==> src/rtl/fall_edge_pattern_gen.sv <==
// Stimulus source: emits a burst of N high/low periods with programmable phase lengths,
// plus a strobe on each counted falling edge and a completion strobe.
module fall_edge_pattern_gen #(
  parameter int unsigned LEN_W = 8,
  parameter int unsigned CNT_W = 8
) (
  input  logic             clk,
  input  logic             rst,
  input  logic             start,
  input  logic             abort,
  input  logic [LEN_W-1:0] high_len,
  input  logic [LEN_W-1:0] low_len,
  input  logic [CNT_W-1:0] num_edges,
  output logic             D_out,
  output logic             fall_pulse,
  output logic             busy,
  output logic             done
);

  typedef enum logic [1:0] {StIdle, StHigh, StLow, StFin} state_e;

  state_e           state_q, state_d;
  logic [LEN_W-1:0] phase_q, phase_d;
  logic [LEN_W-1:0] h_q, h_d;
  logic [LEN_W-1:0] l_q, l_d;
  logic [CNT_W-1:0] edge_q, edge_d;
  logic [CNT_W-1:0] n_q, n_d;
  logic [LEN_W-1:0] h_eff, l_eff;
  logic             d_out_d, fall_d, busy_d, done_d;

  // A zero length would give an empty phase; clamp to one cycle.
  assign h_eff = (high_len == '0) ? LEN_W'(1) : high_len;
  assign l_eff = (low_len == '0) ? LEN_W'(1) : low_len;

  // phase_q holds the cycles remaining in the current phase minus one.
  always_comb begin
    state_d = state_q;
    phase_d = phase_q;
    h_d     = h_q;
    l_d     = l_q;
    edge_d  = edge_q;
    n_d     = n_q;
    unique case (state_q)
      StIdle: begin
        if (start) begin
          if (num_edges != '0) begin
            h_d     = h_eff;
            l_d     = l_eff;
            n_d     = num_edges;
            phase_d = h_eff - LEN_W'(1);
            edge_d  = '0;
            state_d = StHigh;
          end else begin
            state_d = StFin;
          end
        end
      end
      StHigh: begin
        if (abort) begin
          state_d = StIdle;
        end else if (phase_q == '0) begin
          state_d = StLow;
          phase_d = l_q - LEN_W'(1);
          edge_d  = edge_q + CNT_W'(1);
        end else begin
          phase_d = phase_q - LEN_W'(1);
        end
      end
      StLow: begin
        if (abort) begin
          state_d = StIdle;
        end else if (phase_q == '0) begin
          if (edge_q < n_q) begin
            state_d = StHigh;
            phase_d = h_q - LEN_W'(1);
          end else begin
            state_d = StFin;
          end
        end else begin
          phase_d = phase_q - LEN_W'(1);
        end
      end
      StFin: begin
        state_d = StIdle;
      end
      default: begin
        state_d = StIdle;
      end
    endcase

    d_out_d = (state_d == StHigh);
    busy_d  = (state_d == StHigh) || (state_d == StLow);
    done_d  = (state_d == StFin);
    // Only a counted HIGH->LOW transition strobes; abort paths never do.
    fall_d  = (state_q == StHigh) && (state_d == StLow);
  end

  always_ff @(posedge clk) begin
    if (!rst) begin
      state_q    <= StIdle;
      phase_q    <= '0;
      h_q        <= '0;
      l_q        <= '0;
      edge_q     <= '0;
      n_q        <= '0;
      D_out      <= 1'b0;
      fall_pulse <= 1'b0;
      busy       <= 1'b0;
      done       <= 1'b0;
    end else begin
      state_q    <= state_d;
      phase_q    <= phase_d;
      h_q        <= h_d;
      l_q        <= l_d;
      edge_q     <= edge_d;
      n_q        <= n_d;
      D_out      <= d_out_d;
      fall_pulse <= fall_d;
      busy       <= busy_d;
      done       <= done_d;
    end
  end

endmodule

==> config.mk <==
export PLATFORM = sky130hd
export DESIGN_NAME = fall_edge_pattern_gen
export DESIGN_NICKNAME = d
export VERILOG_FILES = /design/src/rtl/fall_edge_pattern_gen.sv
export SDC_FILE = /design/constraint.sdc
export NUM_CORES = 1
export LEC_CHECK = 0
export ABC_CLOCK_PERIOD_IN_PS = 6200
export BUFFER_PORTS_ARGS = -buffer_cell sky130_fd_sc_hd__buf_2
export CORE_MARGIN = 1
export CORE_UTILIZATION = 60
export CTS_BUF_LIST = sky130_fd_sc_hd__clkbuf_4 sky130_fd_sc_hd__clkbuf_8
export DETAILED_ROUTE_END_ITERATION = 16
export MAX_ROUTING_LAYER = met4
export PLACE_DENSITY = 0.81
export SLEW_MARGIN = 20
export SYNTH_ARGS = -nofsm -noshare
export SYNTH_HDL_FRONTEND = slang
export SYNTH_SLANG_ARGS = --single-unit
==> constraint.sdc <==
create_clock -name clk -period 6.2 [get_ports clk]
set_clock_uncertainty 0.15 [all_clocks]
set_input_delay 0.62 -clock clk [delete_from_list [all_inputs] [get_ports clk]]
set_output_delay 0.62 -clock clk [all_outputs]
set_load 0.02 [all_outputs]
* After elaboration in Yosys (flattened, before gate mapping)
Index checks and enable logic that the tools add are counted.
** Operators by class
- Add/subtract/negate cells :: 5
- Magnitude comparators :: 1
- Equal/unequal tests :: 12
- Multiplexer cells :: 23
- Reduce and logical (&&, ||, !) cells :: 12
** Operator list (number)
- two-way mux 8 bit :: 13
- subtractor 8 x 1 -> 8 bit (second input constant) :: 4
- logical NOT 8 bit :: 3
- case mux 8 bit (3 select lines) :: 1
- case mux 8 bit (2 select lines) :: 1
- two-way mux 2 bit :: 7
- != test 2 bit (second input constant) :: 5
- adder 8 x 1 -> 8 bit (second input constant) :: 1
- equality test 2 bit (second input constant) :: 4
- less-than comparator 8 bit :: 1
- case mux 2 bit (4 select lines) :: 1
- nonzero test 8 bit :: 1
- AND reduction 6 bit :: 1
- AND reduction 5 bit :: 1
- equality test 2 x 1 -> 1 bit (second input constant) :: 2
- != test 3 bit (second input constant) :: 1
- AND reduction 3 bit :: 1
- nonzero test 3 bit :: 1
- logical NOT 2 bit :: 1
- nonzero test 2 bit :: 1
- logical AND 1 bit :: 1
- logical OR 1 bit :: 1
** Storage, ports and cells
- Register bits :: 46
- Bits of input ports :: 28
- Output and inout bits :: 4
- Word-level logic and storage cells :: 63

* Depth between registers and ports, before layout
- Depth in word-level cells :: 7
- Gate-level depth with buffers :: 11
- Mapped depth without buffers :: 10

* Worst setup path after synthesis
No wires, ideal clock.
- Path kind :: in2reg
- Start :: in num_edges[0]
- End :: reg D_out
- Setup time :: 115 ps
- Arrival time :: 2112 ps
- Required time :: 5935 ps
- Path slack :: 3823 ps
- Cell stages on the path :: 7
- Path buffers :: 0
- Cell sequence :: or4_1 > o21ai_0 > o21ai_0 > a22oi_1 > inv_1 > ha_1 > and2_1
** Between the ends
- Longest elaborated chain between the ends :: 5
** RTL lines
- start: declaration :: line 13 : input logic [CNT_W-1:0] num_edges,
- nonzero test 8 bit :: line 46 : if (num_edges != '0) begin
- two-way mux 2 bit :: line 46
- two-way mux 2 bit :: line 45 : if (start) begin
- case mux 2 bit (4 select lines) :: line 43 : unique case (state_q)
- via state_d[1] :: line 22 : state_e state_q, state_d;
- equality test 2 x 1 -> 1 bit :: line 91 : d_out_d = (state_d == StHigh);
- via d_out_d :: line 29 : logic d_out_d, fall_d, busy_d, done_d;
- end signal: assignment :: line 117 : D_out <= d_out_d;
- end: declaration :: line 14 : output logic D_out,
The timed path passes the listed nets, and every way through them passes these cells.
A chain may end at the register's enable or synchronous reset.

* Worst setup path in the final report
- Start :: reg phase_q[0]
- End :: reg D_out
** Between the ends
- Longest elaborated chain between the ends :: 5
- Elaborated cells on any way between the ends :: 7
- Those cells by class :: eq/ne (1); mux (5); reduce/logical (1)
** RTL lines
- start: declaration :: line 23 : logic [LEN_W-1:0] phase_q, phase_d;
- start signal: assignment :: line 112 : phase_q <= phase_d;
- logical NOT 8 bit * :: line 61, 72
- two-way mux 2 bit, on equally long branches :: line 72, 61
- two-way mux 2 bit, on equally long branches :: line 70, 59
- case mux 2 bit (4 select lines) * :: line 43
- via state_d[1] :: line 22
- equality test 2 x 1 -> 1 bit * :: line 91
- via d_out_d :: line 29
Mark *: on every way through the listed nets, which the timed path passes. The rest lies on a longest branch.

==> flow_metrics.env <==
export IMPL_status="finished clean"
export IMPL_diodes=0
export IMPL_drv_slew=0
export IMPL_worst_pin_slew_ns=0.997
export IMPL_finalNetCount=413
export IMPL_gp_congestion=0.890
export IMPL_yosysUniqueCellTypes=55
export IMPL_rsz0062_at_grt="no"
export IMPL_synth_flop_cell="dfxtp_1"
export IMPL_p_int_w=0.000810
export IMPL_final_common_cell="nor2_1"
export IMPL_slew_headroom_pct=33.1
export IMPL_synth_top_cell_by_area="dfxtp_1"
export IMPL_grt_ovfl_total=0
export IMPL_layout_common_cells="51 x nor2_1, 46 x dfxtp_1, 31 x buf_2, 26 x a21oi_1, 20 x inv_1"
export IMPL_p_clk_share_pct=15.6
export IMPL_max_cap_viol_count=0
export IMPL_die_area_um2=5010
export IMPL_worst_skew_pair_late_latency_ns=0.31
export IMPL_hold_buffers=0
export IMPL_wl_per_cell_um=14.7
export IMPL_path_clk_slew_ns=0.08
export IMPL_p_comb_share_pct=55.6
export IMPL_sw_frac_of_total_pct=45.3
export IMPL_synth_edf_count=0
export IMPL_htreeDepth=2
export IMPL_power_share_sequential_pct=28.9
export IMPL_synth_area_um2=2840
export IMPL_first_global_vias=2276
export IMPL_p_switching_w=0.000670
export IMPL_rows=24
export IMPL_initial_core_util_pct=63.9
export IMPL_hold_violations=0
export IMPL_fillers=387
export IMPL_drt_initial_drc_count=202
export IMPL_die_x_um=70.8
export IMPL_postSynthCellCount=343
export IMPL_setup_viol=0
export IMPL_cts_root_buf="clkbuf_8"
export IMPL_routed_wl_mm=6.18
export IMPL_port_buffers=31
export IMPL_viasPerCell=6.07
export IMPL_pin_count=32
export IMPL_endpoint_kind="flip-flop"
export IMPL_yosys_top_cells_area="dfxtp_1 32%, ha_1 7.9%, nor2_1 6.9%, xor2_1 5.2%, mux2i_1 4.9%"
export IMPL_die_h_um=70.8
export IMPL_track_usage_pct=27.0
export IMPL_cp_arrival_ns=2.72
export IMPL_cts_buffers=5
export IMPL_period_minus_slack_ns=2.67
export IMPL_totalPowerFinal_w=0.00148
export IMPL_ir_drop_uv=240
export IMPL_required_ns=6.25
export IMPL_synth_seq_cells=46
export IMPL_drc=0
export IMPL_antenna_found_initial=0
export IMPL_coreArea_um2=4440
export IMPL_power_density_nw_per_um2=476
export IMPL_drive_gt1_share_pct=13.9
export IMPL_netlist_area_leader_share_pct=32.4
export IMPL_ant_nets=0
export IMPL_clock_path_buffers=2
export IMPL_finalSetupTns_ns=0
export IMPL_syn2layout_area_growth_pct=9.47
export IMPL_ys_seq_area_share_pct=32.4
export IMPL_fmax_mhz=374
export IMPL_via_count=2550
export IMPL_dr_pass1_iters=5
export IMPL_crit_fanout=7
export IMPL_clock_sinks=46
export IMPL_grt_pass1_wl_mm=10.6
export IMPL_start_kind="flip-flop"
export IMPL_cts_tree="done"
export IMPL_syn_nets=389
export IMPL_async_flop_share_pct=0
export IMPL_crit_type="flip-flop to flip-flop"
export IMPL_ctsResizeCount=0
export IMPL_synth_avg_cell_area_um2=8.28
export IMPL_period_share_pct=43.1
export IMPL_synth_warnings=0
export IMPL_p_leak_nw=1.32
export IMPL_worstHoldPathType="flip-flop to flip-flop"
export IMPL_dpl_hpwl_mm=4.57
export IMPL_grt_max_degree=36
export IMPL_cts_setup_buffers=0
-- layout make-up --
class                           instances  area [um^2]  share of cell area [%]
Sequential cell                        46          921                    29.6
Timing Repair Buffer                   32          163                    5.23
Clock inverter                          2         37.5                    1.21
Multi-Input combinational cell        261         1770                    56.9
Inverter                               21         78.8                    2.54
Clock buffer                            6         76.3                    2.45
Tap cell                               52         65.1                    2.09
-- worst max-delay path: stages, from the launching register on --
cell and delay, ns:
dfxtp_1 0.35, inv_1 0.09, ha_1 0.20, nor3b_2 0.48, nand2_1 0.22, a21oi_1 0.24, o211ai_1 0.12, a22oi_1 0.35
inv_1 0.08, ha_1 0.17, and2_1 0.13
-- power by group through the flow --
stage / logic [W] / registers [W] / clock network, W
2_1_floorplan: 0.000667 / 0.000421 / 0
3_3_place_gp: 0.000788 / 0.000430 / 0
3_5_place_dp: 0.000806 / 0.000433 / 0
4_1_cts: 0.000811 / 0.000426 / 0.000234
5_1_grt: 0.000919 / 0.000435 / 0.000245
6_report: 0.000822 / 0.000427 / 0.000230
-- cell usage after synthesis, drive strengths merged (2+ instances only) --
| library cell | n |
|---|---|
| or4 | 6 |
| a221o | 4 |
| mux2i | 14 |
| clkbuf | 9 |
| o31ai | 6 |
| o41ai | 2 |
| a211oi | 7 |
| o22ai | 2 |
| ha | 18 |
| a31oi | 8 |
| inv | 20 |
| or3 | 3 |
| a21oi | 26 |
| dfxtp | 46 |
| and3 | 3 |
| nor3 | 10 |
| and2 | 6 |
| buf | 6 |
| o21ai | 13 |
| nand2 | 14 |
| nor2 | 54 |
| o211ai | 2 |
| nand3 | 4 |
| xor2 | 17 |
| nand2b | 5 |
| xnor2 | 3 |
| nor4 | 4 |
| nor3b | 5 |
| a22oi | 3 |
| nand4 | 8 |
-- stage by stage --
| step | area (um^2) | utilization, % | std cells | worst slack (ns) | hold WS [ns] |
|---|---|---|---|---|---|
| 6_report | 3110 | 70.0 | 420 | 3.53 | 0.364 |
| 5_1_grt | 3110 | 70.0 | 420 | 3.24 | 0.405 |
| 4_1_cts | 3110 | 70.0 | 420 | 3.55 | 0.376 |
| 3_5_place_dp | 3000 | 67.4 | 412 | 3.47 | 0.357 |
| 3_3_place_gp | 3000 | 67.4 | 412 | 3.59 | 0.351 |
| 2_1_floorplan | 2840 | - | 343 | 3.82 | 0.312 |
-- worst paths after layout --
check / startpoint / end / slack (ns) / cells after the start
worst max register to register: phase_q[0] / D_out / 3.53 / 10
worst min-delay path: n_q[0] / n_q[0] / 0.36 / 2
worst max-delay path: phase_q[0] / D_out / 3.53 / 10
worst min register to register: n_q[0] / n_q[0] / 0.36 / 2
-- routing by layer --
layer  global-route usage, %  share of wire (%)  routed length, um  vias to the layer above
met4                    6.89                1.1                 70                        0
met1                    36.5                 48               2970                     1168
met2                    42.5                 45               2790                       86
met5                       -                  0                  0                        -
li1                        -                  -                  -                     1288
met3                    4.27                5.6                344                        8
-- registers in the layout, indices dropped and copies added (netlist names) --
name,flops
D_out,1
l_q,8
state_q,2
n_q,8
phase_q,8
h_q,8
fall_pulse,1
edge_q,8
busy,1
done,1
-- cell families after synthesis --
kind of cell,share of synthesized area [%]
AND/OR/NAND/NOR,22.8
AO/OA/AOI/OAI,20.4
flip-flops,32.4
buffers and inverters,5.42
XOR/XNOR,6.17
adder cells (fa/ha/maj),7.93
multiplexers,4.93
(Power assumes the default switching activity.)
